**src/rtl/imul_arbiter.sv**
```systemverilog
// Round-robin arbiter that shares one iterative 8x32 multiplier among N_REQ requesters,
// with a zero-operand bypass and a commit timeout that returns an error response.
module imul_arbiter #(
    parameter int N_REQ   = 4,
    parameter int A_W     = 8,
    parameter int B_W     = 32,
    parameter int P_W     = 40,
    parameter int TIMEOUT = 64
) (
    input  logic                   clk,
    input  logic                   reset,
    input  logic [N_REQ-1:0]       req_val,
    output logic [N_REQ-1:0]       req_rdy,
    input  logic [N_REQ*A_W-1:0]   req_A,
    input  logic [N_REQ*B_W-1:0]   req_B,
    output logic [N_REQ-1:0]       resp_val,
    input  logic [N_REQ-1:0]       resp_rdy,
    output logic [P_W-1:0]         resp_P,
    output logic                   resp_err,
    output logic [A_W-1:0]         mul_A,
    output logic [B_W-1:0]         mul_B,
    output logic                   mul_val_op,
    input  logic                   mul_commit,
    input  logic [P_W-1:0]         mul_P,
    output logic                   busy
);

    localparam int IW = (N_REQ > 1) ? $clog2(N_REQ) : 1;
    localparam int CW = (TIMEOUT > 1) ? $clog2(TIMEOUT) : 1;

    typedef enum logic [1:0] {IDLE, ISSUE, WAIT, RESP} state_t;

    state_t          state;
    logic [IW-1:0]   rr;
    logic [IW-1:0]   gnt;
    logic [CW-1:0]   cnt;
    logic            found;
    logic [IW-1:0]   pick;
    logic [IW:0]     idx;
    logic [A_W-1:0]  a_sel;
    logic [B_W-1:0]  b_sel;

    // Search from the round-robin pointer upward, wrapping, for the first active request.
    always_comb begin
        found = 1'b0;
        pick  = '0;
        idx   = '0;
        for (int k = 0; k < N_REQ; k++) begin
            idx = {1'b0, rr} + (IW+1)'(k);
            if (idx >= (IW+1)'(N_REQ))
                idx = idx - (IW+1)'(N_REQ);
            if (!found && req_val[idx[IW-1:0]]) begin
                found = 1'b1;
                pick  = idx[IW-1:0];
            end
        end
    end

    assign a_sel = req_A[pick*A_W +: A_W];
    assign b_sel = req_B[pick*B_W +: B_W];

    // Gating on reset keeps req_rdy low while the block is held in reset.
    assign req_rdy  = (reset && state == IDLE && found) ? (N_REQ'(1) << pick) : '0;
    assign resp_val = (state == RESP) ? (N_REQ'(1) << gnt) : '0;
    assign busy     = (state != IDLE);

    always_ff @(posedge clk or negedge reset) begin
        if (!reset) begin
            state      <= IDLE;
            rr         <= '0;
            gnt        <= '0;
            cnt        <= '0;
            resp_P     <= '0;
            resp_err   <= 1'b0;
            mul_A      <= '0;
            mul_B      <= '0;
            mul_val_op <= 1'b0;
        end else begin
            case (state)
                IDLE: begin
                    mul_val_op <= 1'b0;
                    if (found) begin
                        mul_A <= a_sel;
                        mul_B <= b_sel;
                        gnt   <= pick;
                        if (a_sel == '0 || b_sel == '0) begin
                            resp_P   <= '0;
                            resp_err <= 1'b0;
                            state    <= RESP;
                        end else begin
                            mul_val_op <= 1'b1;
                            state      <= ISSUE;
                        end
                    end
                end
                ISSUE: begin
                    mul_val_op <= 1'b0;
                    cnt        <= '0;
                    state      <= WAIT;
                end
                WAIT: begin
                    // A commit landing on the final timeout cycle still counts as success.
                    if (mul_commit) begin
                        resp_P   <= mul_P;
                        resp_err <= 1'b0;
                        state    <= RESP;
                    end else if (cnt == CW'(TIMEOUT-1)) begin
                        resp_P   <= '0;
                        resp_err <= 1'b1;
                        state    <= RESP;
                    end else begin
                        cnt <= cnt + 1'b1;
                    end
                end
                RESP: begin
                    if (resp_rdy[gnt]) begin
                        rr    <= (gnt == IW'(N_REQ-1)) ? '0 : gnt + 1'b1;
                        state <= IDLE;
                    end
                end
                default: state <= IDLE;
            endcase
        end
    end

endmodule

```
**config.mk**
```make
export PLATFORM = sky130hd
export DESIGN_NAME = imul_arbiter
export DESIGN_NICKNAME = d
export VERILOG_FILES = /design/src/rtl/imul_arbiter.sv
export SDC_FILE = /design/constraint.sdc
export NUM_CORES = 1
export LEC_CHECK = 0
export ABC_AREA = 1
export CAP_MARGIN = 20
export CORE_AREA = 3 3 127 129
export DETAILED_ROUTE_END_ITERATION = 8
export DIE_AREA = 0 0 130 132
export PLACE_DENSITY = 0.85
export SLEW_MARGIN = 30
export SYNTH_ARGS = -nofsm -noshare
export SYNTH_HDL_FRONTEND = slang
export SYNTH_SLANG_ARGS = --single-unit
```
**constraint.sdc**
```tcl
create_clock -name clk -period 2.9 [get_ports clk]
set_input_delay 0.435 -clock clk [delete_from_list [all_inputs] [get_ports clk]]
set_output_delay 0.435 -clock clk [all_outputs]
set_load 0.05 [all_outputs]
```
# Word-level counts from Yosys, hierarchy flattened

Index checks and enable logic that the tools add are counted.

Word-level logic and storage cells: 110
Flip-flop bits (word level): 94
Output and inout bits: 91
Input port bits: 211

Add/subtract/negate cells: 9
Eq/ne operators: 11
$lt $le $gt $ge: 9
Multiplexer cells: 47
Reductions and logical operators: 21
Shift-type cells: 4

Operators by type and width:

| operator                                                             | count |
|---|---|
| 40-bit two-way mux                                                   | 4 |
| 128-bit by 8-bit variable part select with 32-bit output             | 1 |
| 40-bit case mux with 2 select lines                                  | 1 |
| 32-bit logical NOT                                                   | 1 |
| 32-bit by 6-bit variable part select with 8-bit output               | 1 |
| 2-bit two-way mux                                                    | 14 |
| 2-bit by 3-bit < comparator with 1-bit output, second input constant | 5 |
| 1-bit two-way mux                                                    | 15 |
| 6-bit two-way mux                                                    | 2 |
| 6-bit case mux with 2 select lines                                   | 1 |
| 1-bit binary-select mux with 2-bit select                            | 5 |
| 3-bit greater-or-equal comparator, second input constant             | 3 |
| 8-bit logical NOT                                                    | 1 |
| 4-bit two-way mux                                                    | 2 |
| 2-bit case mux with 4 select lines                                   | 1 |
| 2-bit nonzero test                                                   | 4 |
| 1-bit by 2-bit << shifter with 4-bit output, first input constant    | 2 |
| 2-bit by 1-bit subtractor with 2-bit output, second input constant   | 4 |
| 2-bit by 2-bit adder with 3-bit output, second input constant        | 2 |
| 6-bit by 1-bit adder with 6-bit output, second input constant        | 1 |
| 2-bit == test, second input constant                                 | 3 |
| 6-bit == test, second input constant                                 | 1 |
| 2-bit inequality test, second input constant                         | 3 |
| 3-bit AND reduction                                                  | 2 |
| other kinds (13)                                                     | 22 |

# Depth between registers and ports, before layout

Gate-level depths: netlist (run 1).

Depth in word-level cells: 20
Mapped depth: 27
Depth with buffers taken out: 24

# Worst setup path after synthesis (run 1)

OpenSTA, ideal clock, no wires.

Path type: reg-to-output
From: register rr[0]
To: output req_rdy[3]
Setup slack: -267 ps
Arrival time: 2,732 ps
Stages on the path, launching flop included: 14
Buffers on the path: 2
Data required time: 2,465 ps
Path through: dfrtp_1 > buf_6 > inv_4 > nand2_1 > nand2_2 > nand2_1 > nand2_1 > nor2_4 > nand3_2 > buf_2 > nand2_1 > inv_1 > nand2_1 > nor3_1

Word-level cells in the longest chain between the ends: 16
Elaborated cells on any way between the ends: 40
Classes of those cells: add/sub: 7; order compare: 4; shift: 1; mux: 21; reduce/logical: 7

RTL lines:

| what                                                                                            | RTL line | RTL |
|---|---|---|
| from (decl)                                                                                     | 34       | `logic [IW-1:0] rr;` |
| from (signal assigned)                                                                          | 117      | `rr <= (gnt == IW'(N_REQ-1)) ? '0 : gnt + 1'b1;` |
| parallel branches: the longest is 15 deep, another holds 2-bit by 1-bit adder with 3-bit output | -        |  |
| 4-bit two-way mux (*)                                                                           | 63       | `assign req_rdy = (reset && state == IDLE && found) ? (N_REQ'(1) << pick) : '0;` |
| to (decl)                                                                                       | 13       | `output logic [N_REQ-1:0] req_rdy,` |

Mark *: on every way between the ends. The select of a mux whose other input is x is not followed.

# Worst setup path in the final report (run 1)

From: register rr[0]
To: register resp_P[21]

Word-level cells in the longest chain between the ends: 19
Elaborated cells on any way between the ends: 45
Classes of those cells: add/sub: 7; order compare: 4; eq/ne: 2; shift: 2; mux: 20; reduce/logical: 10

RTL lines:

| what                                                                                            | RTL line | RTL |
|---|---|---|
| parallel branches: the longest is 18 deep, another holds 2-bit by 1-bit adder with 3-bit output | -        |  |
| 4-bit AND reduction (no source line) (*)                                                        | -        |  |
| to (signal assigned)                                                                            | 104      | `resp_P <= mul_P;` |
| to (decl)                                                                                       | 18       | `output logic [P_W-1:0] resp_P,` |

Marks and branches as above.
A chain may end at the register's enable or synchronous reset.

==> impl_metrics.env, run 1 <==
export IMPL_status="finished with violations"
export IMPL_failed_checks="negative setup slack"
export IMPL_start_util_pct=41.3
export IMPL_r2r_cells=26
export IMPL_instances_no_fill=1536
export IMPL_critical_path_slowest_cell="dfrtp_2"
export IMPL_drive_above_1_share_pct=19.7
export IMPL_worst_pin_slew_ns=0.779
export IMPL_fp_row_count=45
export IMPL_wl_per_cell_um=16.4
export IMPL_setup_tns_ns=-10.0
export IMPL_numCtsBuffers=9
export IMPL_cts_root_buffer="clkbuf_16"
export IMPL_grt_max_degree=73
export IMPL_dp_cells=1481
export IMPL_globalplace_congestion=0.953
export IMPL_detailed_place_hpwl_um=17800
export IMPL_wirelength_um=25200
export IMPL_worstPathArrival_ns=3.40
export IMPL_min_period_over_period_pct=109
export IMPL_reg2reg_from="rr[0]$_DFFE_PN0P_"
export IMPL_required_ns=3.13
export IMPL_grt_overflow_total=0
export IMPL_timing_max_transition_violations_final=0
export IMPL_antenna_cells=0
export IMPL_cts_max_level=3
export IMPL_start_kind="flip-flop"
export IMPL_ys_types=32
export IMPL_drtIter0Drc=477
export IMPL_coreArea_um2=15100
export IMPL_cts_tree="done"
export IMPL_detail_route_antenna_nets=0
export IMPL_crit_path_end_kind="flip-flop"
export IMPL_synth_top_cells_by_area="dfrtp_1, nand2_1, nand4_1"
export IMPL_cts_clk_slew_worst_paths_ns=0.07
export IMPL_synthCells=986
export IMPL_max_stage_delay_ns=0.48
export IMPL_rr_endpoint="resp_P[21]$_DFFE_PN0P_"
export IMPL_finClkSkew_ns=0.00742
export IMPL_portBuffers=301
export IMPL_finalHoldViolations=0
export IMPL_clock_latency_ns=0.34
export IMPL_yosysWarningCount=0
export IMPL_fmax_mhz=315
export IMPL_post_place_ws_ns=-0.618
export IMPL_die_h_um=132
export IMPL_fin_ws_ns=-0.274
export IMPL_synth_top_area_share_pct=37.6
export IMPL_first_global_vias=7254
export IMPL_drt_pass1_iter_count=5
export IMPL_place_area_um2=9820
export IMPL_rrSetupSlack_ns=-0.27
export IMPL_ios=302
export IMPL_relSlewSlack_pct=48.1
export IMPL_syn_nets=1206
export IMPL_cts_max_path_buffers=2
export IMPL_track_usage_pct=26.8
export IMPL_via_per_inst=5.11
export IMPL_avgSynthCellArea_um2=6.35
export IMPL_grt_pass1_wl_um=36700
export IMPL_final_area_um2=11100
export IMPL_antenna_found_initial=1
export IMPL_clock_sinks=94
export IMPL_cp_common_cell="nand2_1"
export IMPL_yosysTopAreaCell="dfrtp_1"
export IMPL_nets=1563
export IMPL_synth_seq_area_share_pct=37.6
export IMPL_period_needed_ns=3.17
export IMPL_drc=0
export IMPL_critical_path_peak_fanout=10
export IMPL_area_delta_synth_final_pct=77.6
export IMPL_dieArea_um2=17200
export IMPL_critPathKind="flip-flop to flip-flop"
export IMPL_synth_seq_cells=94
export IMPL_setup_violations_final=42
export IMPL_hold_path_class="input pin to async pin"
export IMPL_die_w_um=130
export IMPL_via_count=7850
export IMPL_synth_area_um2=6260
export IMPL_maxCapViolCount=0
export IMPL_rsz0062_at_grt="true"
## placed cells by master (no fill, tap or decap), types with 11 or more instances in the layout
cell type / Yosys / routed
buf_12: 0 / 15
buf_4: 7 / 64
buf_6: 6 / 11
clkbuf_16: 0 / 16
clkdlybuf4s50_1: 0 / 292
dfrtp_1: 94 / 92
inv_1: 95 / 83
inv_2: 10 / 21
nand2_1: 461 / 374
nand2_2: 3 / 77
nand2_4: 1 / 13
nand3_1: 49 / 45
nand4_1: 61 / 61
nor2_1: 70 / 58
o21ai_0: 43 / 41
## state kept, by name (all words and copies together), names as in the netlist
name        count
resp_P         40
mul_B          32
mul_A           8
cnt             6
gnt             2
rr              2
state           2
mul_val_op      1
resp_err        1
## final cells by class
cell class / instances / area (um2)
clock inverter: 6 / 68.8
inverter: 107 / 415
sequential: 94 / 2350
multi-input combinational: 730 / 3620
clock buffer: 10 / 229
timing repair inverter: 1 / 5.00
tap: 188 / 235
fill: 1133 / 4030
timing repair buffer: 400 / 4190
## synthesized netlist by cell type
cell type	instances
nand3_4	1
clkinv_1	1
xor2_1	1
nor2_2	2
o21ai_0	43
inv_4	1
nor3_1	4
o21a_1	1
a221oi_1	1
a21oi_1	7
nand2_4	1
nand2_1	461
buf_2	15
buf_6	6
inv_2	10
and3_1	1
nand3_2	3
nor2_4	1
ha_1	9
a32o_1	1
clkbuf_1	22
inv_1	95
buf_1	5
nand4_1	61
o21ai_1	3
a31oi_1	6
dfrtp_1	94
o211ai_1	1
nor2_1	70
nand2_2	3
nand3_1	49
buf_4	7
## worst max-delay path by stage
stage / start / endpoint / slack, ns / cells after the start
2_1_floorplan: rr[0]$_DFFE_PN0P_ / req_rdy[0] / 0.14 / 13
3_3_place_gp: req_val[3] / resp_P[31]$_DFFE_PN0P_ / -0.58 / 22
3_5_place_dp: req_val[1] / resp_P[7]$_DFFE_PN0P_ / -0.62 / 23
4_1_cts: rr[0]$_DFFE_PN0P_ / resp_P[31]$_DFFE_PN0P_ / -0.12 / 26
5_1_grt: rr[0]$_DFFE_PN0P_ / resp_P[11]$_DFFE_PN0P_ / -0.53 / 26
6_report: rr[0]$_DFFE_PN0P_ / resp_P[21]$_DFFE_PN0P_ / -0.27 / 26
## layer usage
metal	vias to the layer above	share of wire, %	GRT usage [%]
met5	-	0.044	0
met2	403	51	46.9
met4	2	3.0	8.60
met1	3578	36	31.4
li1	3810	-	-
met3	57	10	7.70
## worst max-delay path: cells and delay by family, from the launching register on
family | cells | cell delay (ns)
and+or+nand+nor | 21 | 1.77
buffers and inverters | 5 | 0.79
DFF | 1 | 0.48
## stage by stage
stage | hold WS, ns | util, %
floorplan | 0.139 | -
global placement | 0.454 | 64.9
detailed placement | 0.458 | 64.9
CTS | 0.328 | 69.3
global route | 0.401 | 73.4
finish | 0.328 | 73.4
## logic make-up (layout without fill, tap and decap cells)
kind of cell / count (synthesis) / in the layout / synth area share (%)
AOI/OAI and AO/OA: 63 / 63 / 5.38
xor gates and xnor gates: 1 / 1 / 0.140
adders and majority gates: 9 / 9 / 1.80
buffers and inverters: 162 / 524 / 11.2
DFF: 94 / 94 / 37.6
and+or+nand+nor: 657 / 657 / 43.9
## timing repair
item                       in CTS  in global routing
setup endpoints to repair      47                 47
setup buffers                  17                 11
pin swaps                       9                 41
cloned                          3                 10
gates resized for setup        53                125
hold buffers                    0                  0
Power of run 1 is left out: the tool's default activity adds up to more than one toggle a clock period on the data nets, which glitch-free logic cannot reach.
==> inputs of run 2 (changes only) <==
- ABC_AREA: 1 -> unset
- CORE_AREA: 3 3 127 129 -> 3 3 126 128
- DIE_AREA: 0 0 130 132 -> 0 0 129 131
- GPL_TIMING_DRIVEN: unset -> 0
==> impl_metrics.env, run 2 <==
export IMPL_start_util_pct=40.7
export IMPL_synth_area_um2=6090
export IMPL_relSlewSlack_pct=53.6
export IMPL_finalHoldViolations=0
export IMPL_synth_top_area_share_pct=38.6
export IMPL_antenna_cells=0
export IMPL_via_per_inst=5.67
export IMPL_critPathKind="flip-flop to flip-flop"
export IMPL_wl_per_cell_um=21.5
export IMPL_ys_flop_type="dfrtp_1"
export IMPL_coreArea_um2=15000
export IMPL_critical_path_slowest_cell="dfrtp_2"
export IMPL_die_w_um=129
export IMPL_synth_seq_cells=94
export IMPL_failed_checks="negative setup slack"
export IMPL_ys_types=50
export IMPL_synth_mux_area_share_pct=10.9
export IMPL_wirelength_um=24100
export IMPL_worst_pin_slew_ns=0.696
export IMPL_critical_path_peak_fanout=10
export IMPL_fmax_mhz=317
export IMPL_hold_path_class="input pin to async pin"
export IMPL_synthCells=598
export IMPL_die_h_um=131
export IMPL_synth_fa_ha_area_share_pct=1.85
export IMPL_synth_seq_area_share_pct=38.6
export IMPL_first_global_vias=6453
export IMPL_crit_path_end_kind="flip-flop"
export IMPL_drive_above_1_share_pct=23.3
export IMPL_via_count=6360
export IMPL_fp_row_count=45
export IMPL_peakVddDrop_mv=0.589
export IMPL_setup_violations_final=41
export IMPL_synthArstFlopShare_pct=100
export IMPL_cts_max_path_buffers=2
export IMPL_yosysWarningCount=0
export IMPL_ios=302
export IMPL_synthXorXnorAreaFrac_pct=0.431
export IMPL_fin_ws_ns=-0.251
export IMPL_globalplace_congestion=0.929
export IMPL_rsz0062_at_grt="true"
export IMPL_timing_max_transition_violations_final=0
export IMPL_dieArea_um2=16900
export IMPL_max_stage_delay_ns=0.47
export IMPL_largest_register="resp_P"
export IMPL_power_density_nw_per_um2=1050
export IMPL_portBuffers=301
export IMPL_min_period_over_period_pct=109
export IMPL_status="finished with violations"
export IMPL_grt_pass1_wl_um=35200
export IMPL_power_total_uw=11100
export IMPL_cts_tree="done"
export IMPL_yosysMostFrequentCell="and3_1"
export IMPL_drc=0
export IMPL_grt_max_degree=50
export IMPL_maxCapViolCount=0
export IMPL_layout_common_cells="clkdlybuf4s50_1, and3_1, dfrtp_1"
export IMPL_nets=1148
export IMPL_yosysTopAreaCell="dfrtp_1"
export IMPL_cts_root_buffer="clkbuf_16"
export IMPL_synth_top_cells_by_area="dfrtp_1, and3_1, mux2_4"
export IMPL_detail_route_antenna_nets=0
export IMPL_postCtsHoldBufs=0
export IMPL_start_kind="flip-flop"
export IMPL_worstPathArrival_ns=3.38
export IMPL_grt_overflow_total=0
export IMPL_track_usage_pct=27.0
export IMPL_period_needed_ns=3.15
export IMPL_cts_max_level=3
export IMPL_drtIter0Drc=443
export IMPL_yosys_top_cells_count="and3_1, dfrtp_1, nand2_1"
export IMPL_drt_pass1_iter_count=4
export IMPL_numCtsBuffers=9
export IMPL_clock_sinks=94
export IMPL_required_ns=3.13
export IMPL_largest_reg_flops=40
export IMPL_crit_chain="nor2b_2 -> o21bai_2 -> buf_6 -> clkbuf_4 -> and3_1 -> a211oi_4 -> o22ai_2 -> nor4_2 -> and4_4 -> a21oi_4 -> buf_12 -> mux2_4"
export IMPL_post_place_ws_ns=-1.15
export IMPL_synth_simple_area_share_pct=19.7
export IMPL_detailed_place_hpwl_um=18100
export IMPL_dp_cells=1088
export IMPL_instances_no_fill=1121
export IMPL_avgSynthCellArea_um2=10.2
export IMPL_synth_compound_area_share_pct=21.6
export IMPL_area_delta_synth_final_pct=73.4
export IMPL_syn_nets=818
export IMPL_final_common_cell="clkdlybuf4s50_1"
export IMPL_path_buf_inv=3
export IMPL_synth_edf_count=0
export IMPL_cts_clk_slew_worst_paths_ns=0.07
export IMPL_clock_latency_ns=0.35
export IMPL_antenna_found_initial=0
export IMPL_synth_top_family_by_area="compound AO/OA/AOI/OAI gates"
export IMPL_reg_largest_list="resp_P x40, mul_B x32, mul_A x8"
export IMPL_critical_path_top_delay_family="simple AND/OR/NAND/NOR gates"
export IMPL_power_leakage_uw=0.00473
export IMPL_finClkSkew_ns=0.00728
==> run 2: cell count changes after synthesis, sizes merged, moves of 59 or more <==
cell    delta
nor2      -61
inv       -94
and3     +116
a211oi    +74
nand4     -59
nand2    -401
==> run 2: per-layer routing <==
| layer | vias to the layer above | global-route usage [%] | wire, um |
|---|---|---|---|
| li1 | 2877 | - | - |
| met2 | 382 | 46.3 | 11900 |
| met4 | 0 | 11.9 | 1040 |
| met1 | 3030 | 32.1 | 9000 |
| met3 | 71 | 7.03 | 2200 |
| met5 | - | 0 | 0 |
==> run 2: path summary, 6_finish.rpt <==
| check | from | end | slack, ns | depth (start not counted) |
|---|---|---|---|---|
| min in group clk | mul_A[5]$_DFFE_PN0P_ | mul_A[5]$_DFFE_PN0P_ | 0.48 | 2 |
| min | reset | resp_P[33]$_DFFE_PN0P_ | 0.01 | 1 |
| max in group asynchronous | reset | rr[0]$_DFFE_PN0P_ | 2.27 | 2 |
| min reg2reg | mul_A[5]$_DFFE_PN0P_ | mul_A[5]$_DFFE_PN0P_ | 0.48 | 2 |
| max reg2reg | rr[0]$_DFFE_PN0P_ | resp_P[23]$_DFFE_PN0P_ | -0.25 | 12 |
| max | rr[0]$_DFFE_PN0P_ | resp_P[23]$_DFFE_PN0P_ | -0.25 | 12 |
==> run 2: what timing repair did <==
item                       CTS  global route
setup buffers               12             2
setup endpoints to repair   66            47
pin swaps                   21            10
gates resized for setup    128            49
cloned                       2             3
==> run 2: power by group <==
part	switching [uW]	internal [uW]	total (uW)
combinational	4480	2990	7460
sequential	387	1860	2240
clock	547	873	1420
total	5410	5720	11100
==> run 2: per-stage QoR <==
step                area (um2)  setup TNS [ns]  util, %  hold WS [ns]
floorplan                 6090               0        -         0.139
detailed placement        9370          -59.12     62.5         0.399
CTS                      10300           -4.41     68.5        0.0209
global placement          9340         -270.15     62.4         0.459
global route             10600          -14.51     70.5        0.0395
finish                   10600           -9.63     70.5        0.0134
==> run 2: final cells by class <==
cell class	instances	area, um2
flip-flops and latches	94	2350
clock inverters	6	115
well taps	188	235
clock buffers	10	239
multi-input cells	434	3830
plain buffers	57	504
inverters	12	45.0
fillers	1074	4420
repair buffers	320	3240
==> run 2: cells by family after synthesis <==
| logic type | after synthesis |
|---|---|
| AO/OA/AOI/OAI | 157 |
| XOR/XNOR | 3 |
| adder cells (fa/ha/maj) | 9 |
| buffers and inverters | 70 |
| flip-flops | 94 |
| multiplexers | 45 |
| AND/OR/NAND/NOR | 220 |
(Power assumes the default switching activity.)
==> inputs of run 3 (changes only) <==
- REMOVE_ABC_BUFFERS: unset -> 1
==> impl_metrics.env, run 3 (synthesis gave the netlist of run 2 again) <==
export IMPL_status="finished with violations"
export IMPL_failed_checks="negative setup slack"
export IMPL_rsz0062_at_grt="true"
export IMPL_wirelength_um=24600
export IMPL_antenna_cells=0
export IMPL_peakVddDrop_mv=0.699
export IMPL_rr_endpoint="resp_P[31]$_DFFE_PN0P_"
export IMPL_reg2reg_from="rr[1]$_DFFE_PN0P_"
export IMPL_detailed_place_hpwl_um=15700
export IMPL_min_period_over_period_pct=115
export IMPL_drt_pass1_iter_count=5
export IMPL_worstPathArrival_ns=3.56
export IMPL_cts_tree="done"
export IMPL_required_ns=3.13
export IMPL_cts_clk_slew_worst_paths_ns=0.07
export IMPL_antenna_found_initial=0
export IMPL_reg_largest_list="resp_P x40, mul_B x32, mul_A x8"
export IMPL_relSlewSlack_pct=54.3
export IMPL_track_usage_pct=26.4
export IMPL_clock_sinks=94
export IMPL_drc=0
export IMPL_crit_chain="buf_4 -> mux2i_2 -> o2bb2ai_2 -> or2_4 -> buf_12 -> a211oi_4 -> o22ai_2 -> nor4_4 -> and4_4 -> a21oi_4 -> buf_6 -> clkbuf_16 -> mux2_4"
export IMPL_final_common_cell="clkdlybuf4s50_1"
export IMPL_grt_max_degree=53
export IMPL_wl_per_cell_um=22.3
export IMPL_path_buf_inv=4
export IMPL_period_needed_ns=3.33
export IMPL_portBuffers=301
export IMPL_critical_path_peak_fanout=26
export IMPL_critPathLaunch="rr[1]$_DFFE_PN0P_"
export IMPL_largest_reg_flops=40
export IMPL_die_w_um=129
export IMPL_setup_violations_final=43
export IMPL_via_count=6353
export IMPL_rrSetupSlack_ns=-0.43
export IMPL_critical_path_slowest_cell="dfrtp_1"
export IMPL_layout_common_cells="clkdlybuf4s50_1, and3_1, dfrtp_1"
export IMPL_numCtsBuffers=9
export IMPL_cts_root_buffer="clkbuf_16"
export IMPL_fp_row_count=45
export IMPL_drive_above_1_share_pct=25.8
export IMPL_dieArea_um2=16900
export IMPL_critPathKind="flip-flop to flip-flop"
export IMPL_hold_path_class="input pin to async pin"
export IMPL_timing_max_transition_violations_final=0
export IMPL_power_density_nw_per_um2=1050
export IMPL_clock_latency_ns=0.35
export IMPL_r2r_cells=13
export IMPL_power_leakage_uw=0.00482
export IMPL_grt_overflow_total=0
export IMPL_cts_max_level=3
export IMPL_start_kind="flip-flop"
export IMPL_fin_ws_ns=-0.433
export IMPL_finClkSkew_ns=0.0106
export IMPL_crit_cells=13
export IMPL_detail_route_antenna_nets=0
export IMPL_post_place_ws_ns=-2.17
export IMPL_largest_register="resp_P"
export IMPL_via_per_inst=5.74
export IMPL_grt_pass1_wl_um=34500
export IMPL_die_h_um=131
export IMPL_setup_tns_ns=-17.38
export IMPL_cts_max_path_buffers=2
export IMPL_utilization_pct=72.2
export IMPL_max_stage_delay_ns=0.40
export IMPL_drtIter0Drc=379
export IMPL_nets=1133
export IMPL_fmax_mhz=300
export IMPL_finalHoldViolations=0
export IMPL_start_util_pct=40.7
export IMPL_area_delta_synth_final_pct=77.5
export IMPL_worst_pin_slew_ns=0.685
export IMPL_critical_path_top_delay_family="simple AND/OR/NAND/NOR gates"
export IMPL_ios=302
export IMPL_first_global_vias=6367
export IMPL_worst_hold_slack_ns=0.00683
export IMPL_setup_worst_path_end="resp_P[31]$_DFFE_PN0P_"
export IMPL_maxCapViolCount=0
export IMPL_crit_path_end_kind="flip-flop"
export IMPL_globalplace_congestion=0.779
export IMPL_coreArea_um2=15000
## run 3: cell count changes in the layout (fill, tap and decap cells not counted), sizes merged, moves of 2 or more
cell / before / now
buf: 44 / 58
clkbuf: 46 / 14
clkinv: 0 / 4
dlygate4sd2: 3 / 1
nand2: 64 / 66
nand2b: 3 / 5
## run 3: worst min path at each step
stage	to	startpoint	depth (start not counted)
finish	resp_P[3]$_DFFE_PN0P_	reset	1
global route	resp_P[11]$_DFFE_PN0P_	reset	1
CTS	resp_err$_DFFE_PN0P_	reset	1
detailed placement	resp_P[6]$_DFFE_PN0P_	reset	1
global placement	mul_B[10]$_DFFE_PN0P_	mul_B[10]$_DFFE_PN0P_	2
floorplan	cnt[0]$_DFFE_PN0P_	reset	0
## run 3: area by class of cell
class / instances / area, um2
clock inverters: 7 / 96.3
repair buffers: 358 / 3790
well taps: 188 / 235
fillers: 978 / 4170
flip-flops and latches: 94 / 2350
clock buffers: 9 / 225
inverters: 12 / 45.0
multi-input cells: 438 / 4070
## run 3: repair_timing
| action | CTS | global route |
|---|---|---|
| cloned | 6 | 3 |
| resized for setup | 118 | 50 |
| buffers inserted | 26 | 12 |
| endpoints found under the setup margin | 52 | 47 |
| hold endpoints to repair | 0 | 0 |
| pin swaps | 14 | 18 |
| hold buffers | 0 | 0 |
## run 3: power breakdown
part           leakage [uW]  switching (uW)  internal [uW]
Combinational       0.00344            4650           3170
Clock              0.000160             533            759
Sequential          0.00123             355           1860
## run 3: per-layer routing
layer	vias up	track usage, %	part of all wire [%]
li1	2864	-	-
met1	3111	30.5	38
met2	319	46.8	51
met3	59	6.99	7.9
met4	0	10.3	3.1
met5	-	0	0
## run 3: metrics by stage
step | power [uW] | std cells | cell area (um2)
detailed placement | 8600 | 1043 | 9290
global placement | 8250 | 1029 | 8960
CTS | 10800 | 1091 | 10400
floorplan | 6220 | 540 | 5720
global route | 11800 | 1106 | 10800
finish | 11300 | 1106 | 10800
